--- config.mk ---
export PLATFORM = sky130hd
export DESIGN_NAME = load_unit
export DESIGN_NICKNAME = d
export VERILOG_FILES = /design/src/rtl/rv32e_pkg.sv /design/src/rtl/load_extend.sv /design/src/rtl/load_unit.sv
export SDC_FILE = /design/constraint.sdc
export NUM_CORES = 1
export LEC_CHECK = 0
export BUFFER_PORTS_ARGS = -buffer_cell sky130_fd_sc_hd__buf_2
export CORE_UTILIZATION = 49
export DETAILED_ROUTE_END_ITERATION = 8
export GPL_TIMING_DRIVEN = 0
export PLACE_DENSITY = 0.81
export SLEW_MARGIN = 20
export SYNTH_ARGS = -nofsm -noshare
export SYNTH_HDL_FRONTEND = slang
export SYNTH_HIERARCHICAL = 1
export SYNTH_SLANG_ARGS = --single-unit
--- constraint.sdc ---
create_clock -name clk -period 2.1 [get_ports clk]
set_input_delay 0.105 -clock clk [delete_from_list [all_inputs] [get_ports clk]]
set_output_delay 0.105 -clock clk [all_outputs]
set_load 0.005 [all_outputs]
--- src/rtl/rv32e_pkg.sv ---
// Shared RV32E definitions: load funct3 encodings, load FSM states and
// small decode helpers used by the load path.
package rv32e_pkg;

  localparam logic [2:0] F3_LB  = 3'b000;
  localparam logic [2:0] F3_LH  = 3'b001;
  localparam logic [2:0] F3_LW  = 3'b010;
  localparam logic [2:0] F3_LBU = 3'b100;
  localparam logic [2:0] F3_LHU = 3'b101;

  typedef enum logic [1:0] {
    IDLE  = 2'd0,
    READ  = 2'd1,
    WB    = 2'd2,
    FAULT = 2'd3
  } load_state_t;

  // Number of bytes fetched for a legal load.
  function automatic logic [2:0] load_bytes(input logic [2:0] f3);
    case (f3)
      F3_LW:          load_bytes = 3'd4;
      F3_LH, F3_LHU:  load_bytes = 3'd2;
      default:        load_bytes = 3'd1;
    endcase
  endfunction

  // True for illegal encodings and for misaligned halfword/word loads.
  function automatic logic load_reject(input logic [2:0] f3, input logic [1:0] addr_lo);
    case (f3)
      F3_LB, F3_LBU: load_reject = 1'b0;
      F3_LH, F3_LHU: load_reject = addr_lo[0];
      F3_LW:         load_reject = |addr_lo;
      default:       load_reject = 1'b1;
    endcase
  endfunction

endpackage

--- src/rtl/load_extend.sv ---
// Sign/zero extension of the assembled little-endian load buffer.
module load_extend
  import rv32e_pkg::*;
(
  input  logic [31:0] data_buf,
  input  logic [2:0]  funct3,
  output logic [31:0] value
);

  always_comb begin
    value = data_buf;
    case (funct3)
      F3_LB:   value = {{24{data_buf[7]}}, data_buf[7:0]};
      F3_LH:   value = {{16{data_buf[15]}}, data_buf[15:0]};
      F3_LBU:  value = {24'd0, data_buf[7:0]};
      F3_LHU:  value = {16'd0, data_buf[15:0]};
      default: value = data_buf;
    endcase
  end

endmodule

--- src/rtl/load_unit.sv ---
// Byte-serial load engine: fetches 1/2/4 bytes over a req/ack port,
// assembles them little-endian and issues one register-file write.
module load_unit
  import rv32e_pkg::*;
#(
  parameter int ADDR_W = 24
) (
  input  logic              clk,
  input  logic              rst,
  input  logic              start,
  input  logic [ADDR_W-1:0] addr,
  input  logic [2:0]        funct3,
  input  logic [3:0]        rd,
  output logic              ready,
  output logic              mem_req,
  output logic [ADDR_W-1:0] mem_addr,
  input  logic              mem_ack,
  input  logic [7:0]        mem_rdata,
  output logic [3:0]        write_register,
  output logic [31:0]       write_value,
  output logic              wr_en,
  output logic              done,
  output logic              err
);

  load_state_t        state_reg, state_next;
  logic [ADDR_W-1:0]  addr_reg;
  logic [2:0]         funct3_reg;
  logic [3:0]         rd_reg;
  logic [2:0]         count_reg;
  logic [31:0]        buf_reg;
  logic [31:0]        buf_next;
  logic [31:0]        value_reg;
  logic [3:0]         wreg_reg;
  logic [31:0]        ext_value;
  logic [3:0]         lane_we;
  logic               accept;
  logic               byte_taken;
  logic               last_ack;

  assign byte_taken = (state_reg == READ) && mem_ack;

  // One write enable per byte lane, selected by the running byte count.
  generate
    for (genvar gi = 0; gi < 4; gi++) begin : g_lane
      assign lane_we[gi] = byte_taken && (count_reg[1:0] == 2'(gi));
      assign buf_next[gi*8 +: 8] = lane_we[gi] ? mem_rdata : buf_reg[gi*8 +: 8];
    end
  endgenerate

  // Extension sees the buffer including the byte arriving on the final ack,
  // so the result can be registered on entry to WB.
  load_extend u_extend (
    .data_buf (buf_next),
    .funct3   (funct3_reg),
    .value    (ext_value)
  );

  always_comb begin
    state_next = state_reg;
    accept     = 1'b0;
    last_ack   = 1'b0;
    case (state_reg)
      IDLE: begin
        if (start) begin
          accept     = 1'b1;
          state_next = load_reject(funct3, addr[1:0]) ? FAULT : READ;
        end
      end
      READ: begin
        if (mem_ack && (count_reg == load_bytes(funct3_reg) - 3'd1)) begin
          last_ack   = 1'b1;
          state_next = WB;
        end
      end
      WB:      state_next = IDLE;
      FAULT:   state_next = IDLE;
      default: state_next = IDLE;
    endcase
  end

  always_ff @(posedge clk) begin
    if (rst) begin
      state_reg  <= IDLE;
      addr_reg   <= '0;
      funct3_reg <= '0;
      rd_reg     <= '0;
      count_reg  <= '0;
      buf_reg    <= '0;
      value_reg  <= '0;
      wreg_reg   <= '0;
    end else begin
      state_reg <= state_next;
      if (accept) begin
        addr_reg   <= addr;
        funct3_reg <= funct3;
        rd_reg     <= rd;
        count_reg  <= '0;
        buf_reg    <= '0;
      end else if (byte_taken) begin
        count_reg <= count_reg + 3'd1;
        buf_reg   <= buf_next;
      end
      if (last_ack) begin
        value_reg <= ext_value;
        wreg_reg  <= rd_reg;
      end
    end
  end

  // Alignment was checked on accept, so the offset never carries out of bit 1.
  assign mem_addr       = {addr_reg[ADDR_W-1:2], addr_reg[1:0] + count_reg[1:0]};
  assign mem_req        = (state_reg == READ);
  assign ready          = (state_reg == IDLE);
  assign done           = (state_reg == WB) || (state_reg == FAULT);
  assign err            = (state_reg == FAULT);
  assign wr_en          = (state_reg == WB) && (rd_reg != 4'd0);
  assign write_register = wreg_reg;
  assign write_value    = value_reg;

endmodule

# == After elaboration in Yosys (flattened, before gate mapping) ==
# Cells that the tools add are included.
# Widths: inputs -> output; s select.
# word_totals
ff_bits,104
output_inout_bits,65
# op_classes
addsub,3
n_eq_ne,17
muxes,18
reduce_logical,20
# ops
op,n
$pmux 32 s4,1
$mux 8,4
$eq 3x3->1 const B,4
$reduce_or 2->1,6
$eq 2x2->1 const B,4
$logic_and 1x1->1,7
$eq 3x1->1 const B,2
$eq 3x2->1 const B,2
$logic_not 3->1,2
$mux 1,6
$mux 2,3
$pmux 2 s3,1
$pmux 3 s2,1
$eq 2x1->1 const B,2
$logic_not 2->1,2
$reduce_bool 4->1,1
$add 3x1->3 const B,1
$eq 3x3->1,1
$mux 3,1
$pmux 1 s3,1
$sub 3x1->3 const B,1
$add 2x2->2,1
$ne 2x1->1 const B,1
$ne 2x2->1 const B,1
other kinds (2),2

# == Longest topological paths before layout ==
# Gate-level depths: netlist of the first run.
# logic_depth
word_depth,9
depth_mapped,10
ltp_nobuf,8

# == Hierarchy ==
# Netlist of the first run, hierarchy kept.
# by_module_without_submodules
module,n_inst,cells_per_inst,area_each_um2,seq_area_each_um2
load_unit,1,462,4638.2,2082.0
load_extend,1,67,355.3,0.0

# == Worst setup path before layout of the first run ==
# No wires, ideal clock.
# synth_timing
path_type,register to register
startpoint,register state_reg[0]
endpoint,"register value_reg[15], in the netlist write_value[15]"
setup_time_ns,0.072
arrival_ns,2.205
required_time_ns,2.028
path_slack_ns,-0.177
path_stages_with_launch,11
path_buffers,2
synth_period_minus_slack_ns,2.277
path_cell_list,dfxtp_1 nor2b_2 and2_1 buf_4 nand2_2 mux2_2 or4b_4 buf_6 nand2_1 or2b_2 mux2i_1
# synth_between
elab_chain_cells,5
# synth_rtl
item,line,rtl
from (decl),load_unit.sv:26,"load_state_t state_reg, state_next;"
from (signal assigned),load_unit.sv:93,state_reg <= state_next;
$eq 2x1->1,-,
via mem_req,load_unit.sv:15,"output logic mem_req,"
$logic_and 1x1->1,load_unit.sv:41,assign byte_taken = (state_reg == READ) && mem_ack;
$logic_and 1x1->1,load_unit.sv:46,assign lane_we[gi] = byte_taken && (count_reg[1:0] == 2'(gi));
$mux 8,load_unit.sv:47,assign buf_next[gi*8 +: 8] = lane_we[gi] ? mem_rdata : buf_reg[gi*8 +: 8];
via buf_next[7],load_unit.sv:32,logic [31:0] buf_next;
$pmux 32 s4,load_extend.sv:12,case (funct3)
via ext_value[15],load_unit.sv:35,logic [31:0] ext_value;
to (signal assigned),load_unit.sv:105,value_reg <= ext_value;
to (decl),load_unit.sv:33,logic [31:0] value_reg;
# The timed path passes the listed nets, and every way through them passes these cells.
# A chain may end at the register's enable or synchronous reset.

# == Worst setup path in the final report of the first run ==
# layout_timing
startpoint,register state_reg[0]
endpoint,"register value_reg[14], in the netlist write_value[14]"
# layout_between
elab_chain_cells,5
# layout_rtl
item,line
$eq 2x1->1,load_unit.sv:41
$logic_and 1x1->1,load_unit.sv:41
$logic_and 1x1->1,load_unit.sv:46
$mux 8,load_unit.sv:47
via buf_next[7],load_unit.sv:32
$pmux 32 s4,load_extend.sv:12
via ext_value[14],load_unit.sv:35
# The timed path passes the listed nets, and every way through them passes these cells.

==> results.py, run 1 <==
metrics = {
    "run_status": {
        "status": "finished clean",
    },
    "place": {
        "dpl.hpwl_mm": 8.00,
        "gp_congestion": 0.815,
        "portBuffers": 107,
        "place_ws_ns": -0.306,
    },
    "drt": {
        "wl_mm": 11.9,
        "dr.pass1.iters": 4,
        "ant_nets": 0,
        "drt-wirelength-per-cell_um": 14.4,
        "drc_errors": 0,
        "routed_via_density": 4.90,
        "drtIter0Drc": 136,
        "vias": 4061,
    },
    "timing": {
        "fin_ws_ns": 0.0287,
        "clock_skew_ns": 0.0168,
        "finalSetupTns_ns": 0,
        "period_share_pct": 98.6,
        "hold_violations": 0,
        "relSlewSlack_pct": 67.5,
        "finalSetupViolations": 0,
        "rsz0062_at_grt": "yes",
        "worstMarginPinSlew_ns": 0.488,
        "fmax_mhz": 483,
        "drv_slew": 0,
        "period_minus_slack_ns": 2.07,
    },
    "cells_and_area": {
        "nFillCells": 763,
        "drive_above_1_share_pct": 41.3,
        "regArea_sq_um": 2090,
        "area_growth_pct": 28.8,
        "utilization_pct": 65.5,
        "insertedDiodeCount": 0,
        "fin_nets": 739,
        "multi_input_area_sq_um": 2530,
    },
    "job": {
        "maxCapViolCount": 0,
    },
    "clock_network": {
        "clk_path_buf_depth": 2,
        "cts_num_sinks": 104,
        "worstSkewPairLatency_ns": 0.37,
        "htreeDepth": 3,
        "numCtsBuffers": 9,
        "cts_tree": "built",
        "clk_pin_slew_ns": 0.11,
        "root_buffer": "clkbuf_8",
    },
    "global_route": {
        "grt_max_degree": 17,
        "grtUsageTotal_pct": 23.4,
        "grt_pass1_wl_mm": 19.1,
        "grt_pass1_vias": 4012,
        "overflow": 0,
        "antenna_found_initial": 0,
    },
    "die": {
        "fp-row-count": 36,
        "core_area_sq_um": 9820,
        "initial_core_util_pct": 50.9,
        "boundaryPins": 108,
        "die_area_sq_um": 10600,
        "die_x_um": 103,
        "die_h_um": 103,
    },
    "setup_path": {
        "critPathArrivalTime_ns": 2.36,
        "end_kind": "flop",
        "cp.required_ns": 2.39,
        "crit_type": "flop to flop",
        "crit_fanout": 8,
        "start_kind": "flop",
    },
    "yosys": {
        "synth_ff_type": "dfxtp_1",
        "synth_top_cell_area_share_pct": 41.7,
        "synth-edff-count": 0,
        "ys_types": 35,
        "synthTopCellsByCount": "104 x dfxtp_1, 87 x nand2_1, 54 x or2b_2, 36 x mux2i_1, 34 x a21oi_1",
        "synth_top_cell_by_area": "dfxtp_1",
        "synth_fp_nets": 577,
        "netlist_instances": 529,
        "synth_area_sq_um": 4990,
        "synthArstFlopShare_pct": 0,
        "synth_warnings": 6,
        "ys_seq_elements": 104,
        "yosys-top-cells-area": "dfxtp_1 42%, or2b_2 9.5%, mux2i_1 7.2%",
        "synth.most_common_cell": "dfxtp_1",
        "synth_seq_area_share_pct": 41.7,
        "avgSynthCellArea_sq_um": 9.44,
    },
    "pwr": {
        "p_leak_nw": 2.80,
        "p_per_area_nw_per_um2": 636,
        "ir_drop_v": 0.000474,
    },
    "hold_path": {
        "hold_path_class": "input pin to flop",
    },
}
==> worst max-delay path, stage by stage, from the launching register on <==
cell,delay [ns]
dfxtp_2,0.35
nor2b_4,0.15
and2_4,0.22
nand2_8,0.06
mux2_4,0.21
or4b_4,0.52
nand2_1,0.10
or2b_4,0.25
mux2i_1,0.13
==> metrics by stage <==
stage | std cells | cell area, sq um | power (mW) | hold WS, ns
3_5_place_dp | 769 | 5750 | 2.67 | 0.353
3_3_place_gp | 769 | 5750 | 2.65 | 0.346
5_1_grt | 828 | 6430 | 4.26 | 0.165
4_1_cts | 818 | 6320 | 4.07 | 0.155
6_report | 828 | 6430 | 4.09 | 0.163
2_1_floorplan | 529 | 5050 | 2.48 | 0.238
==> kinds of logic after synthesis <==
group / Yosys count / share of synthesized area [%]
compound gates: 61 / 6.46
flops: 104 / 41.7
buf+inv: 68 / 9.27
fa+ha+maj: 5 / 1.25
xor+xnor: 5 / 0.877
simple gates: 217 / 25.7
mux: 69 / 14.7
==> path summary, 6_finish.rpt <==
check | startpoint | end | slack, ns | cells past startpoint
hold / removal | mem_rdata[6] | buf_reg[14] | 0.16 | 3
setup / recovery | state_reg[0] | write_value[14] | 0.03 | 8
setup reg to reg | state_reg[0] | write_value[14] | 0.03 | 8
hold reg to reg | addr_reg[8] | addr_reg[8] | 0.46 | 2
==> report_power, final <==
group / leakage [nW] / switching (mW) / internal (mW)
clock: 0.108 / 0.673 / 0.698
sequential: 0.846 / 0.0383 / 2.03
combinational: 1.85 / 0.320 / 0.333
total: 2.80 / 1.03 / 3.06
==> cell usage in the layout, fill, tap and decap left out, types with 3 or more instances in the layout <==
master	instances
nand2_2	3
clkbuf_1	20
nor2b_1	33
ha_1	4
clkbuf_2	3
mux2i_1	36
xnor2_1	5
buf_12	3
o21ai_0	21
mux2_2	30
nand2b_1	19
a21oi_1	34
buf_4	47
dfxtp_4	3
or2b_2	47
nor2_1	7
clkbuf_8	12
dfxtp_1	100
or2b_4	7
buf_2	108
nand2_1	85
dlygate4sd3_1	31
==> routing by layer <==
metal	up-vias	global-route usage (%)	wire length [um]	share of wire (%)
li1	2001	-	-	-
met1	1900	27.5	5130	43
met2	147	42.3	5890	49
met3	13	6.51	768	6.4
met4	0	5.42	133	1.1
met5	-	0	0	0
==> area by class of cell <==
class	count	share of cell area [%]
flip-flops and latches	104	32.6
clock buffers	10	2.14
inverters	3	0.175
repair buffers	153	14.9
multi-input cells	357	39.4
plain buffers	63	6.93
clock inverters	5	1.26
well taps	133	2.59
==> repair_timing <==
item                                    in CTS  in global routing
endpoints found under the setup margin      22                 31
setup buffers                                5                 10
pin swaps                                    2                  1
endpoints found under the hold margin       31                  0
gates resized for setup                     11                 13
hold buffers                                31                  0
(Power assumes the default switching activity.)
==> inputs of run 2 (changes only) <==
- ABC_AREA: not set -> 1
- CELL_PAD_IN_SITES_DETAIL_PLACEMENT: not set -> 0
- CELL_PAD_IN_SITES_GLOBAL_PLACEMENT: not set -> 2
- CORE_UTILIZATION: 49 -> 28
- GPL_TIMING_DRIVEN: 0 -> not set
- PLACE_DENSITY: 0.81 -> 0.82
==> run 2 against run 1 <==
  * Routed wire length increased by 21%
  * Sequential share of layout area decreased by 1.6 points
  * Final cell count increased by 40%
  * Die area increased by 97%
  * Synthesized cell count increased by 52%
  * Power increased by 19%
  * Core utilization decreased by 31 points
  * Combinational power increased by 52%
  * Clock skew decreased by 0.0046 ns
  * Worst setup slack improved by 0.22 ns
  * Clock power increased by 25%
  * Largest cell class unchanged
==> results.py, run 2 <==
metrics = {
    "cells_and_area": {
        "finalNonFillerCells": 1159,
        "mostFrequentLayoutCells": "192 x inv_1, 147 x nand2_1, 107 x buf_2",
        "mostFrequentLayoutCell": "inv_1",
        "fin_nets": 937,
        "drive_above_1_share_pct": 21.9,
        "nFillCells": 2217,
        "insertedDiodeCount": 0,
        "area_growth_pct": 18.2,
    },
    "drt": {
        "wl_met3_um": 590,
        "drtIter0Drc": 203,
        "vias": 4806,
        "route.met2.wl_mm": 6.91,
        "dr.pass1.iters": 4,
        "routed_via_density": 4.15,
        "ant_nets": 0,
        "drc_errors": 0,
        "top_layer": "met4",
        "drt-wirelength-per-cell_um": 12.5,
        "wl_mm": 14.5,
        "drt-met1-wl_mm": 6.78,
    },
    "die": {
        "die_area_sq_um": 20900,
        "fp-row-count": 51,
        "boundaryPins": 108,
        "die_x_um": 144,
        "die_h_um": 144,
        "core_area_sq_um": 19700,
        "initial_core_util_pct": 28.9,
    },
    "clock_network": {
        "clk_path_buf_depth": 2,
        "numCtsBuffers": 9,
        "cts_setup_buffers": 0,
        "cts_num_sinks": 104,
        "cts_tree": "built",
        "root_buffer": "clkbuf_16",
        "clk_pin_slew_ns": 0.08,
        "worstSkewPairLatency_ns": 0.36,
        "htreeDepth": 3,
    },
    "yosys": {
        "synth_warnings": 6,
        "synth_fp_nets": 851,
        "ys_seq_elements": 104,
        "synth_top_cell_by_area": "dfxtp_1",
        "synth-xor-area-share_pct": 0.308,
        "synth_compound_area_share_pct": 14.2,
        "synth_area_sq_um": 5690,
        "synth-edff-count": 0,
        "synthArstFlopShare_pct": 0,
        "ys_types": 28,
        "synth_top_family_by_area": "simple AND/OR/NAND/NOR gates",
        "synth_ff_type": "dfxtp_1",
        "synth_fa_ha_area_share_pct": 1.10,
        "yosys.area_share.simple_pct": 24.6,
        "synth_seq_area_share_pct": 36.6,
        "avgSynthCellArea_sq_um": 7.08,
        "netlist_instances": 803,
        "synth.most_common_cell": "inv_1",
        "synth_top_cell_area_share_pct": 36.6,
        "yosys-top-cells-area": "dfxtp_1 37%, inv_1 13%, nand2_1 9.7%",
        "synthTopCellsByCount": "193 x inv_1, 147 x nand2_1, 104 x dfxtp_1, 88 x nor2_1, 44 x a21oi_1",
        "synthMuxAreaShare_pct": 0,
    },
    "setup_path": {
        "cp.required_ns": 2.34,
        "start_kind": "flop",
        "end_kind": "flop",
        "worstReg2RegStart": "funct3_reg[0]",
        "critPathArrivalTime_ns": 2.08,
        "crit_type": "flop to flop",
        "cp-startpoint": "funct3_reg[0]",
        "crit_fanout": 37,
    },
    "place": {
        "gp_congestion": 0.722,
        "dpl.cell_count": 1118,
        "portBuffers": 107,
        "dpl.hpwl_mm": 9.42,
    },
    "pwr": {
        "clkPwrFrac_pct": 35.1,
        "power.switching_mw": 1.58,
        "swShare_pct": 32.3,
        "ir_drop_v": 0.000424,
        "p_per_area_nw_per_um2": 726,
        "p_leak_nw": 3.30,
        "pwr-share-comb_pct": 20.3,
        "internal_power_mw": 3.30,
        "p_seq_share_pct": 44.6,
    },
    "timing": {
        "hold_violations": 0,
        "period_minus_slack_ns": 1.85,
        "rsz0062_at_grt": "no",
        "whs_ns": 0.00916,
        "worstMarginPinSlew_ns": 0.486,
        "fmax_mhz": 541,
        "finalSetupViolations": 0,
        "drv_slew": 0,
        "clock_skew_ns": 0.0122,
        "period_share_pct": 88.0,
        "relSlewSlack_pct": 67.5,
    },
    "hold_path": {
        "hold_path_class": "input pin to flop",
        "min_from": "addr[13]",
    },
    "global_route": {
        "overflow": 0,
        "grt_pass1_wl_mm": 23.3,
        "grt_max_degree": 69,
        "antenna_found_initial": 0,
        "grt_pass1_vias": 4506,
        "grtUsageTotal_pct": 14.4,
    },
    "run_status": {
        "status": "finished clean",
    },
    "job": {
        "maxCapViolCount": 0,
    },
}
[run 2: power by group through the flow]
stage	clock network [mW]	registers, mW	logic [mW]
4_1_cts	1.78	2.18	1.00
3_3_place_gp	0	2.22	0.951
3_5_place_dp	0	2.22	0.954
5_1_grt	1.84	2.19	1.14
6_report	1.71	2.18	0.992
2_1_floorplan	0	2.21	0.772
[run 2: area by class of cell]
type / count / area [sq um] / share of cell area (%)
clock buffer: 9 / 225 / 3.35
clock inverter: 7 / 71.3 / 1.06
sequential: 104 / 2080 / 31.0
timing repair buffer: 144 / 896 / 13.3
inverter: 201 / 772 / 11.5
multi-input combinational: 429 / 2340 / 34.9
tap: 265 / 332 / 4.93
[run 2: layer usage]
layer / up-vias / GRT usage [%]
met5: - / 0
met4: 0 / 4.43
met3: 9 / 3.21
met2: 90 / 24.3
met1: 2126 / 18.1
li1: 2581 / -
[run 2: critical path, cell delays in order (launching register included)]
cell	delay, ns
dfxtp_1	0.62
nor2_1	0.08
nand2_1	0.13
nand3_1	0.08
nand2_1	0.13
buf_4	0.40
nand2_1	0.14
nand2_1	0.08
a21oi_1	0.06
[run 2: logic make-up (layout without fill, tap and decap cells)]
kind of cell,after synthesis,in the layout
adders and majority gates,5,5
xor gates and xnor gates,2,2
and+or+nand+nor,309,311
AOI/OAI and AO/OA,111,111
buffers and inverters,272,361
DFF,104,104
[run 2: timing repair]
action | 4_1_cts | 5_1_grt
pin swaps | 1 | 2
gates resized for setup | 2 | 5
endpoints found under the setup margin | 24 | 24
hold buffers | 23 | 0
gates cloned | 1 | 1
hold endpoints to repair | 23 | 0
[run 2: final timing paths]
kind	cells past startpoint	slack, ns	to
hold reg to reg	1	0.47	count_reg[2]
setup reg to reg	8	0.25	state_reg[0]
setup / recovery	8	0.25	state_reg[0]
hold / removal	3	0.009	addr_reg[13]
[run 2: stage by stage]
step           instance area (sq um)  total power [mW]  setup TNS [ns]  utilization [%]  worst slack, ns
2_1_floorplan                   5690              2.98               0                -            0.191
3_3_place_gp                    6140              3.17               0             31.2           0.0338
3_5_place_dp                    6140              3.18         -0.0491             31.2          -0.0217
4_1_cts                         6690              4.96               0             34.0           0.0721
5_1_grt                         6720              5.18               0             34.2           0.0201
6_report                        6720              4.88               0             34.2            0.253
==> inputs of run 3 (changes only) <==
- CORE_UTILIZATION: 28 -> 29
- CTS_BUF_LIST: not set -> sky130_fd_sc_hd__clkbuf_8
- PLACE_DENSITY: 0.82 -> 0.84
==> run 3 against run 2 <==
  * Final cell count rose by 0.43%
  * Die area decreased by 3.4%
  * Worst setup slack got worse by 0.090 ns
  * Critical endpoint is now write_value[15]
  * Sequential power about the same
  * Sequential cell count unchanged
  * Non-clock buffer count is 10 higher
==> results.py, run 3 (synthesis gave the netlist of run 2 again) <==
metrics = {
    "run_status": {
        "status": "finished clean",
    },
    "die": {
        "fp-row-count": 50,
        "die_h_um": 142,
        "boundaryPins": 108,
        "die_area_sq_um": 20200,
        "initial_core_util_pct": 30.0,
        "core_area_sq_um": 19000,
        "die_x_um": 142,
    },
    "drt": {
        "drt-wirelength-per-cell_um": 12.0,
        "drc_errors": 0,
        "wl_mm": 14.0,
        "dr.pass1.iters": 4,
        "ant_nets": 0,
        "routed_via_density": 4.10,
        "drtIter0Drc": 199,
        "vias": 4778,
    },
    "job": {
        "maxCapViolCount": 0,
    },
    "global_route": {
        "grt_pass1_vias": 4472,
        "grtUsageTotal_pct": 14.2,
        "grt_max_degree": 42,
        "grt_pass1_wl_mm": 22.9,
        "antenna_found_initial": 0,
        "overflow": 0,
    },
    "pwr": {
        "p_leak_nw": 3.30,
        "p_per_area_nw_per_um2": 678,
        "ir_drop_v": 0.000278,
    },
    "setup_path": {
        "start_kind": "flop",
        "critical-path-max-stage-delay_ns": 0.39,
        "critPathArrivalTime_ns": 2.27,
        "crit_chain": "inv_1 -> ha_1 -> nand2_4 -> inv_4 -> a21oi_1 -> buf_4 -> nand3_4 -> nand3_1 -> inv_1 -> nand4_1 -> nand2_1 -> nor2_1",
        "cp.required_ns": 2.43,
        "crit_type": "flop to flop",
        "crit_fanout": 16,
        "crit_slowest_cell": "dfxtp_2",
        "crit_top_cell": "inv_1",
        "end_kind": "flop",
    },
    "clock_network": {
        "numCtsBuffers": 9,
        "clk_pin_slew_ns": 0.11,
        "worstSkewPairLatency_ns": 0.39,
        "cts_tree": "built",
        "clk_path_buf_depth": 2,
        "root_buffer": "clkbuf_8",
        "htreeDepth": 3,
        "cts_num_sinks": 104,
    },
    "cells_and_area": {
        "utilization_pct": 35.4,
        "fin_nets": 947,
        "insertedDiodeCount": 0,
        "finalNonFillerCells": 1164,
        "mostFrequentLayoutCell": "inv_1",
        "drive_above_1_share_pct": 22.1,
        "area_growth_pct": 18.1,
        "mostFrequentLayoutCells": "193 x inv_1, 146 x nand2_1, 107 x buf_2",
    },
    "timing": {
        "drv_slew": 0,
        "whs_ns": 0.0296,
        "worstMarginPinSlew_ns": 0.600,
        "period_minus_slack_ns": 1.94,
        "clock_skew_ns": 0.0193,
        "finalSetupViolations": 0,
        "relSlewSlack_pct": 60.0,
        "period_share_pct": 92.2,
        "fmax_mhz": 516,
        "hold_violations": 0,
    },
    "place": {
        "portBuffers": 107,
        "dpl.hpwl_mm": 9.61,
        "dpl.cell_count": 1112,
        "gp_congestion": 0.764,
    },
    "hold_path": {
        "hold_path_class": "input pin to flop",
    },
}
run 3: area by class of cell:
type                    instances  area, sq um
clock buffers                   9          124
clock inverters                 7         87.6
fillers                      2069        12200
inverters                     201          772
multi-input cells             429         2330
flip-flops and latches        104         2080
well taps                     260          325
repair buffers                154          988
run 3: layer usage:
layer	wire [um]	up-vias	share of wire, %	global-route usage [%]
li1	-	2601	-	-
met1	6960	2085	50	18.9
met2	6350	82	45	23.0
met3	533	10	3.8	2.96
met4	142	0	1.0	3.74
met5	0	-	0	0
run 3: path summary, 6_finish.rpt:
check,cells past startpoint,end,slack (ns),start
worst max register to register,12,write_value[15],0.16,count_reg[1]
worst max-delay path,12,write_value[15],0.16,count_reg[1]
worst min-delay path,3,rd_reg[3],0.03,rd[3]
worst min register to register,1,count_reg[2],0.47,count_reg[2]
run 3: worst max-delay path, delay by kind of cell, from the launching register on:
kind            cells  cell delay, ns
flops               1            0.39
buf+inv             4            0.46
fa+ha+maj           1            0.24
compound gates      1            0.16
simple gates        6            0.63
run 3: power by group:
| group | total [mW] | internal (mW) | switching (mW) |
|---|---|---|---|
| registers | 2.17 | 2.10 | 0.0653 |
| logic | 1.01 | 0.378 | 0.634 |
| clock network | 1.37 | 0.579 | 0.796 |
| total | 4.55 | 3.06 | 1.50 |
run 3: timing repair:
action / in CTS / in global routing
hold buffers: 30 / 0
hold endpoints to repair: 30 / 0
setup buffers: 0 / 4
endpoints found under the setup margin: 0 / 28
resized for setup: 0 / 7
run 3: per-stage QoR:
stage	TNS, ns	worst slack, ns	area [sq um]	power, mW
finish	0	0.163	6720	4.55
global route	-0.00624	-0.00624	6720	4.85
CTS	0	0.00775	6640	4.61
detailed placement	0	0.0452	6120	3.17
global placement	0	0.0799	6120	3.17
floorplan	0	0.191	5690	2.98
